**src/rtl/eop_timed_detect.sv**
```systemverilog
// USB full/low-speed end-of-packet detector: synchronizes D+/D-, times SE0 and
// trailing J periods, and reports completed EOPs, malformed EOPs and bus reset.
module eop_timed_detect #(
  parameter int SYNC_STAGES  = 2,
  parameter int SE0_MIN      = 8,
  parameter int J_MIN        = 8,
  parameter int RESET_CYCLES = 240
) (
  input  logic       clk,
  input  logic       n_rst,
  input  logic       d_plus,
  input  logic       d_minus,
  output logic [1:0] line_state,
  output logic       se0,
  output logic       eop,
  output logic       eop_err,
  output logic       usb_reset
);

  localparam int CNT_W = $clog2(RESET_CYCLES + 1);
  localparam logic [CNT_W-1:0] SE0_MIN_C   = CNT_W'(SE0_MIN);
  localparam logic [CNT_W-1:0] RESET_C     = CNT_W'(RESET_CYCLES);
  localparam logic [CNT_W-1:0] CNT_ONE     = CNT_W'(1);
  localparam logic [1:0]       LS_SE0      = 2'b00;
  localparam logic [1:0]       LS_J        = 2'b01;

  typedef enum logic [1:0] {
    IDLE,
    SE0_CNT,
    J_CNT
  } state_e;

  logic [SYNC_STAGES-1:0] dp_sync_q, dp_sync_d;
  logic [SYNC_STAGES-1:0] dm_sync_q, dm_sync_d;
  state_e                 state_q, state_d;
  logic [CNT_W-1:0]       cnt_q, cnt_d;
  logic                   eop_q, eop_d;
  logic                   eop_err_q, eop_err_d;
  logic                   usb_reset_q, usb_reset_d;
  logic                   line_j;

  assign line_state = {dm_sync_q[SYNC_STAGES-1], dp_sync_q[SYNC_STAGES-1]};
  assign se0        = (line_state == LS_SE0);
  assign line_j     = (line_state == LS_J);
  assign eop        = eop_q;
  assign eop_err    = eop_err_q;
  assign usb_reset  = usb_reset_q;

  // Pins enter at bit 0 and leave at the top bit, SYNC_STAGES edges later.
  always_comb begin
    dp_sync_d = {dp_sync_q[SYNC_STAGES-2:0], d_plus};
    dm_sync_d = {dm_sync_q[SYNC_STAGES-2:0], d_minus};
  end

  always_comb begin
    // NOTE: every output of this block gets a default first so no path can infer a latch.
    state_d     = state_q;
    cnt_d       = cnt_q;
    eop_d       = 1'b0;
    eop_err_d   = 1'b0;
    usb_reset_d = usb_reset_q;

    unique case (state_q)
      IDLE: begin
        usb_reset_d = 1'b0;
        if (se0) begin
          state_d = SE0_CNT;
          cnt_d   = CNT_ONE;
        end
      end

      SE0_CNT: begin
        if (se0) begin
          cnt_d       = (cnt_q == RESET_C) ? cnt_q : cnt_q + CNT_ONE;
          usb_reset_d = (cnt_d == RESET_C);
        end else begin
          state_d     = IDLE;
          cnt_d       = '0;
          usb_reset_d = 1'b0;
          // Leaving a bus reset is silent; otherwise a long enough SE0 decides the pulse.
          if (!usb_reset_q && cnt_q >= SE0_MIN_C) begin
            if (!line_j) begin
              eop_err_d = 1'b1;
            end else if (J_MIN == 1) begin
              eop_d = 1'b1;
            end else begin
              state_d = J_CNT;
              cnt_d   = CNT_ONE;
            end
          end
        end
      end

      J_CNT: begin
        if (line_j) begin
          if (32'(cnt_q) >= J_MIN - 1) begin
            eop_d   = 1'b1;
            state_d = IDLE;
            cnt_d   = '0;
          end else begin
            cnt_d = cnt_q + CNT_ONE;
          end
        end else begin
          // An SE0 here only ends this EOP; the next SE0 period starts from IDLE.
          eop_err_d = 1'b1;
          state_d   = IDLE;
          cnt_d     = '0;
        end
      end

      default: begin
        state_d = IDLE;
        cnt_d   = '0;
      end
    endcase
  end

  always_ff @(posedge clk) begin
    // NOTE: sequential state uses non-blocking assignments only, so every flop sees pre-edge values.
    if (!n_rst) begin
      // NOTE: synchronizers reset to the idle J level so no phantom SE0 follows reset.
      dp_sync_q   <= '1;
      dm_sync_q   <= '0;
      state_q     <= IDLE;
      cnt_q       <= '0;
      eop_q       <= 1'b0;
      eop_err_q   <= 1'b0;
      usb_reset_q <= 1'b0;
    end else begin
      dp_sync_q   <= dp_sync_d;
      dm_sync_q   <= dm_sync_d;
      state_q     <= state_d;
      cnt_q       <= cnt_d;
      eop_q       <= eop_d;
      eop_err_q   <= eop_err_d;
      usb_reset_q <= usb_reset_d;
    end
  end

endmodule
```
**config.mk**
```make
export PLATFORM = sky130hd
export DESIGN_NAME = eop_timed_detect
export DESIGN_NICKNAME = d
export VERILOG_FILES = /design/src/rtl/eop_timed_detect.sv
export SDC_FILE = /design/constraint.sdc
export NUM_CORES = 1
export LEC_CHECK = 0
export CORE_AREA = 2 2 53 55
export CTS_BUF_LIST = sky130_fd_sc_hd__clkbuf_4
export DETAILED_ROUTE_END_ITERATION = 6
export DIE_AREA = 0 0 55 57
export SYNTH_ARGS = -nofsm -noshare
export SYNTH_HDL_FRONTEND = slang
export SYNTH_SLANG_ARGS = --single-unit
```
**constraint.sdc**
```tcl
create_clock -name clk -period 2.1 [get_ports clk]
set_input_delay 0.63 -clock clk [delete_from_list [all_inputs] [get_ports clk]]
set_output_delay 0.63 -clock clk [all_outputs]
set_load 0.02 [all_outputs]
```
-- Word-level counts from Yosys, hierarchy flattened
Index checks and enable logic that the tools add are counted.
- register bits after elaboration: 17
- logic and storage cells: 47
- $add $sub $neg: 1
- $lt $le $gt $ge: 2
- reductions and logical operators: 7
- equal/unequal tests: 8
- mux-type cells: 22
- operators by type and width (operator ; count):
    two-way mux 8 bit ; 5
    case mux 8 bit (3 select lines) ; 1
    == test 8 bit (second input constant) ; 2
    two-way mux 2 bit ; 6
    adder 8 x 1 -> 8 bit (second input constant) ; 1
    >= comparator 8 x 3 -> 1 bit (second input constant) ; 1
    >= comparator 8 x 4 -> 1 bit (second input constant) ; 1
    two-way mux 1 bit ; 7
    case mux 2 bit (3 select lines) ; 1
    AND reduction 3 bit ; 2
    == test 2 x 1 -> 1 bit (second input constant) ; 2
    zero test 2 bit ; 2
    inequality test 2 bit (second input constant) ; 2
    case mux 1 bit (2 select lines) ; 2
    inequality test 3 bit (second input constant) ; 1
    == test 2 bit (second input constant) ; 1
    nonzero test 2 bit ; 1
    logical AND 1 bit ; 1
    zero test 1 bit ; 1

-- Depth between registers and ports, before layout
- depth in word-level cells: 5
- mapped depth: 7
- depth with buffers taken out: 7

-- Worst setup path after synthesis
Ideal clock, no wire load.
- kind: reg-to-reg
- start: register cnt_q[0]
- end: register cnt_q[3]
- cell stages (with the launch flop): 8
- arrival time: 1731 ps
- clock period less this slack: 1851 ps
- setup slack: 249 ps
- buffers on the path: 0
- cell sequence: dfxtp_1 > inv_1 > ha_1 > nand4_1 > or4b_4 > a31oi_4 > nor3_1 > o31a_1
- cells in the longest elaborated chain, start to end: 4
- ends and longest elaborated chain (element ; RTL line ; RTL):
    start: declaration ; 36 ; logic [CNT_W-1:0] cnt_q, cnt_d;
    start signal: assignment ; 133 ; cnt_q <= cnt_d;
    adder 8 x 1 -> 8 bit, or another cell as far along ; 74, 101 ;
    two-way mux 8 bit (on tied branches) ; 96, 74 ;
    two-way mux 8 bit (on tied branches) ; 95, 73 ;
    case mux 8 bit (3 select lines) (*) ; 63 ; unique case (state_q)
Every way passes the cells marked *; elsewhere a longest branch is shown, timed or not.
A chain may end at the register's enable or synchronous reset.

-- Worst setup path in the final report
- start: register dm_sync_q[1]
- end: output port line_state[1]
- RTL lines (element ; RTL line ; RTL):
    start: declaration ; 34 ; logic [SYNC_STAGES-1:0] dm_sync_q, dm_sync_d;
    start signal: assignment ; 131 ; dm_sync_q <= dm_sync_d;
    end: declaration ; 13 ; output logic [1:0] line_state,
No word-level cell between the ends.

==> impl_metrics.env <==
export IMPL_netlist_top_cells_count="17 x dfxtp_1, 12 x nand2_1, 9 x nor2_1, 9 x o21ai_0"
export IMPL_cpPeakStageDelay_ps=650
export IMPL_finalCriticalPeriod_ps=2050
export IMPL_crit_fanout=8
export IMPL_place_ws_ps=139.5
export IMPL_yosysTopAreaCell="dfxtp_1"
export IMPL_fp_row_count=19
export IMPL_antenna_found_initial=0
export IMPL_cts_root_buf="clkbuf_4"
export IMPL_clock_latency_ps=290
export IMPL_grt_ovfl_total=0
export IMPL_yosysMostFrequentCell="dfxtp_1"
export IMPL_p_total_mw=0.5929
export IMPL_viasPerCell=5.596
export IMPL_worst_ir_drop_vdd_uv=479.9
export IMPL_critical_path_arrival_ps=1420
export IMPL_end_kind="output port"
export IMPL_dr_pass1_iters=5
export IMPL_p_leak_nw=0.4810
export IMPL_synth_nets=137
export IMPL_reg2reg_to="cnt_q[3]"
export IMPL_start_util_pct=40.81
export IMPL_critPathBufInv=1
export IMPL_ys_flop_type="dfxtp_1"
export IMPL_portBuffers=9
export IMPL_diodes=0
export IMPL_routedWlPerCell_um=13.84
export IMPL_yosysSeqAreaShare_pct=31.89
export IMPL_drc_errors=0
export IMPL_fp_coreArea_um2=2615
export IMPL_synth_edf_count=0
export IMPL_syn_inst=127
export IMPL_hpwl_mm=1.788
export IMPL_gp_congestion=0.8296
export IMPL_cp_required_ps=1470
export IMPL_ys_top_cells_by_area="dfxtp_1 32%, ha_1 7.0%, o21ai_0 4.2%"
export IMPL_grt_max_degree=13
export IMPL_synthToLayoutAreaGrowth_pct=16.76
export IMPL_num_fill_cells=260
export IMPL_ys_warnings_count=0
export IMPL_crit_family="buffers and inverters"
export IMPL_die_h_um=57
export IMPL_maxCapViolCount=0
export IMPL_path_clk_slew_ps=100
export IMPL_synth_top_area_share_pct=31.89
export IMPL_outcome="completed"
export IMPL_die_w_um=55
export IMPL_cts_inserted_buffers=3
export IMPL_r2r_setup_slack_ps=120
export IMPL_cts_sinks=17
export IMPL_cts_hold_buf=0
export IMPL_hold_depth=1
export IMPL_clock_path_buffers=2
export IMPL_slew_limit_headroom_pct=59.23
export IMPL_via_count=957
export IMPL_wirelength_mm=2.367
export IMPL_fp_dieArea_um2=3135
export IMPL_hp_class="reg2reg"
export IMPL_regToRegStartpoint="cnt_q[0]"
export IMPL_grt_pass1_vias=950
export IMPL_r2r_cells=7
export IMPL_fin_nets=151
export IMPL_whs_ps=417.5
export IMPL_min_to="dp_sync_q[1]"
export IMPL_powerDensity_nw_per_um2=475.7
export IMPL_fmax_mhz=487.9
export IMPL_first_iter_violations=32
export IMPL_setup_tns_ps=0
export IMPL_crit_chain="clkdlybuf4s50_1"
export IMPL_track_usage_pct=17.97
export IMPL_cts_max_level=1
export IMPL_finalMaxSlewViolations=0
export IMPL_min_from="dp_sync_q[0]"
export IMPL_hold_viol=0
export IMPL_startpoint_type="flop"
export IMPL_rsz0062_at_grt="false"
export IMPL_grt_pass1_wl_mm=4.188
export IMPL_critPathSlowestCell="clkdlybuf4s50_1"
export IMPL_synth_distinct_cells=44
export IMPL_syn_area_per_cell_um2=8.404
export IMPL_netlist_area_um2=1067
export IMPL_io_pins=10
export IMPL_tightest_slew_ps=603.1
export IMPL_ant_nets=0
export IMPL_final_layout_size_suffix_gt1_share_pct=13.57
export IMPL_synth_seq_cells=17
export IMPL_worst_slack_ps=50.45
export IMPL_setup_worst_path_class="reg2out"
export IMPL_setup_viol_count_final=0
export IMPL_final_setup_skew_ps=1.230
export IMPL_fin_crit_sh_pct=97.60
export IMPL_synthArstFlopShare_pct=0
export IMPL_cts_tree="yes"
-- cell type report --
cell class / instances / area (µm²) / share of cell area, %
multi-input cells: 98 / 670.6 / 53.82
clock buffers: 4 / 30.03 / 2.410
repair buffers: 17 / 151.4 / 12.15
inverters: 4 / 15.01 / 1.205
flip-flops and latches: 17 / 340.3 / 27.31
well taps: 31 / 38.79 / 3.112
-- routing by layer --
metal | GRT usage, % | vias to the layer above | routed length [µm]
met5 | 0 | - | 0
li1 | - | 480 | -
met4 | 3.484 | 0 | 12
met3 | 4.712 | 2 | 131
met2 | 28.40 | 23 | 1126
met1 | 24.63 | 452 | 1096
-- what timing repair did --
action | in CTS | in global routing
gates resized for setup | 1 | 1
buffers inserted | 0 | 0
endpoints found under the setup margin | 1 | 1
hold endpoints to repair | 0 | 0
-- flip-flops by register name, indices dropped and copies added, names as in the netlist --
name / flops
eop: 1
cnt_q: 8
eop_err: 1
usb_reset: 1
dp_sync_q: 2
dm_sync_q: 2
state_q: 2
-- placed cells by master (no fill, tap or decap), drive strengths merged, types with 3 or more instances in the layout --
master / netlist / final
dfxtp: 17 / 17
nand2: 12 / 12
nor2: 9 / 9
o21ai: 9 / 9
buf: 5 / 8
clkdlybuf4s50: 0 / 7
and2: 6 / 6
ha: 6 / 6
nand2b: 5 / 5
nor3: 5 / 5
inv: 4 / 4
nor2b: 4 / 4
clkbuf: 3 / 4
nand3: 3 / 3
a21oi: 3 / 3
-- how the worst max path moves through the flow --
stage,from,cells past startpoint,slack (ps),end
floorplan,cnt_q[0],7,250,cnt_q[3]
global placement,cnt_q[0],7,180,cnt_q[3]
detailed placement,cnt_q[0],7,140,cnt_q[3]
CTS,dp_sync_q[1],1,50,line_state[0]
global route,dm_sync_q[1],1,4,line_state[1]
finish,dm_sync_q[1],1,50,line_state[1]
-- kinds of logic (layout without fill, tap and decap cells) --
kind of cell / Yosys count / count (layout) / share of synthesized area, %
xor+xnor: 4 / 4 / 3.283
simple gates: 58 / 58 / 31.42
compound gates: 29 / 29 / 20.17
buf+inv: 12 / 25 / 5.274
flops: 17 / 17 / 31.89
fa+ha+maj: 6 / 6 / 7.034
mux: 1 / 1 / 0.9379
-- report_power, final --
group / total [mW] / switching (mW) / internal [mW] / leakage, nW
registers: 0.336 / 0.00726 / 0.329 / 0.138
clock network: 0.192 / 0.105 / 0.0868 / 0.0184
logic: 0.0647 / 0.0342 / 0.0304 / 0.324
total: 0.593 / 0.147 / 0.446 / 0.481
-- per-stage QoR --
stage	utilization [%]	cell area, µm²	instances
global route	47.66	1246	171
global placement	46.46	1215	167
detailed placement	46.46	1215	167
CTS	47.56	1244	171
finish	47.66	1246	171
floorplan	-	1067	127
(Power assumes the default switching activity.)
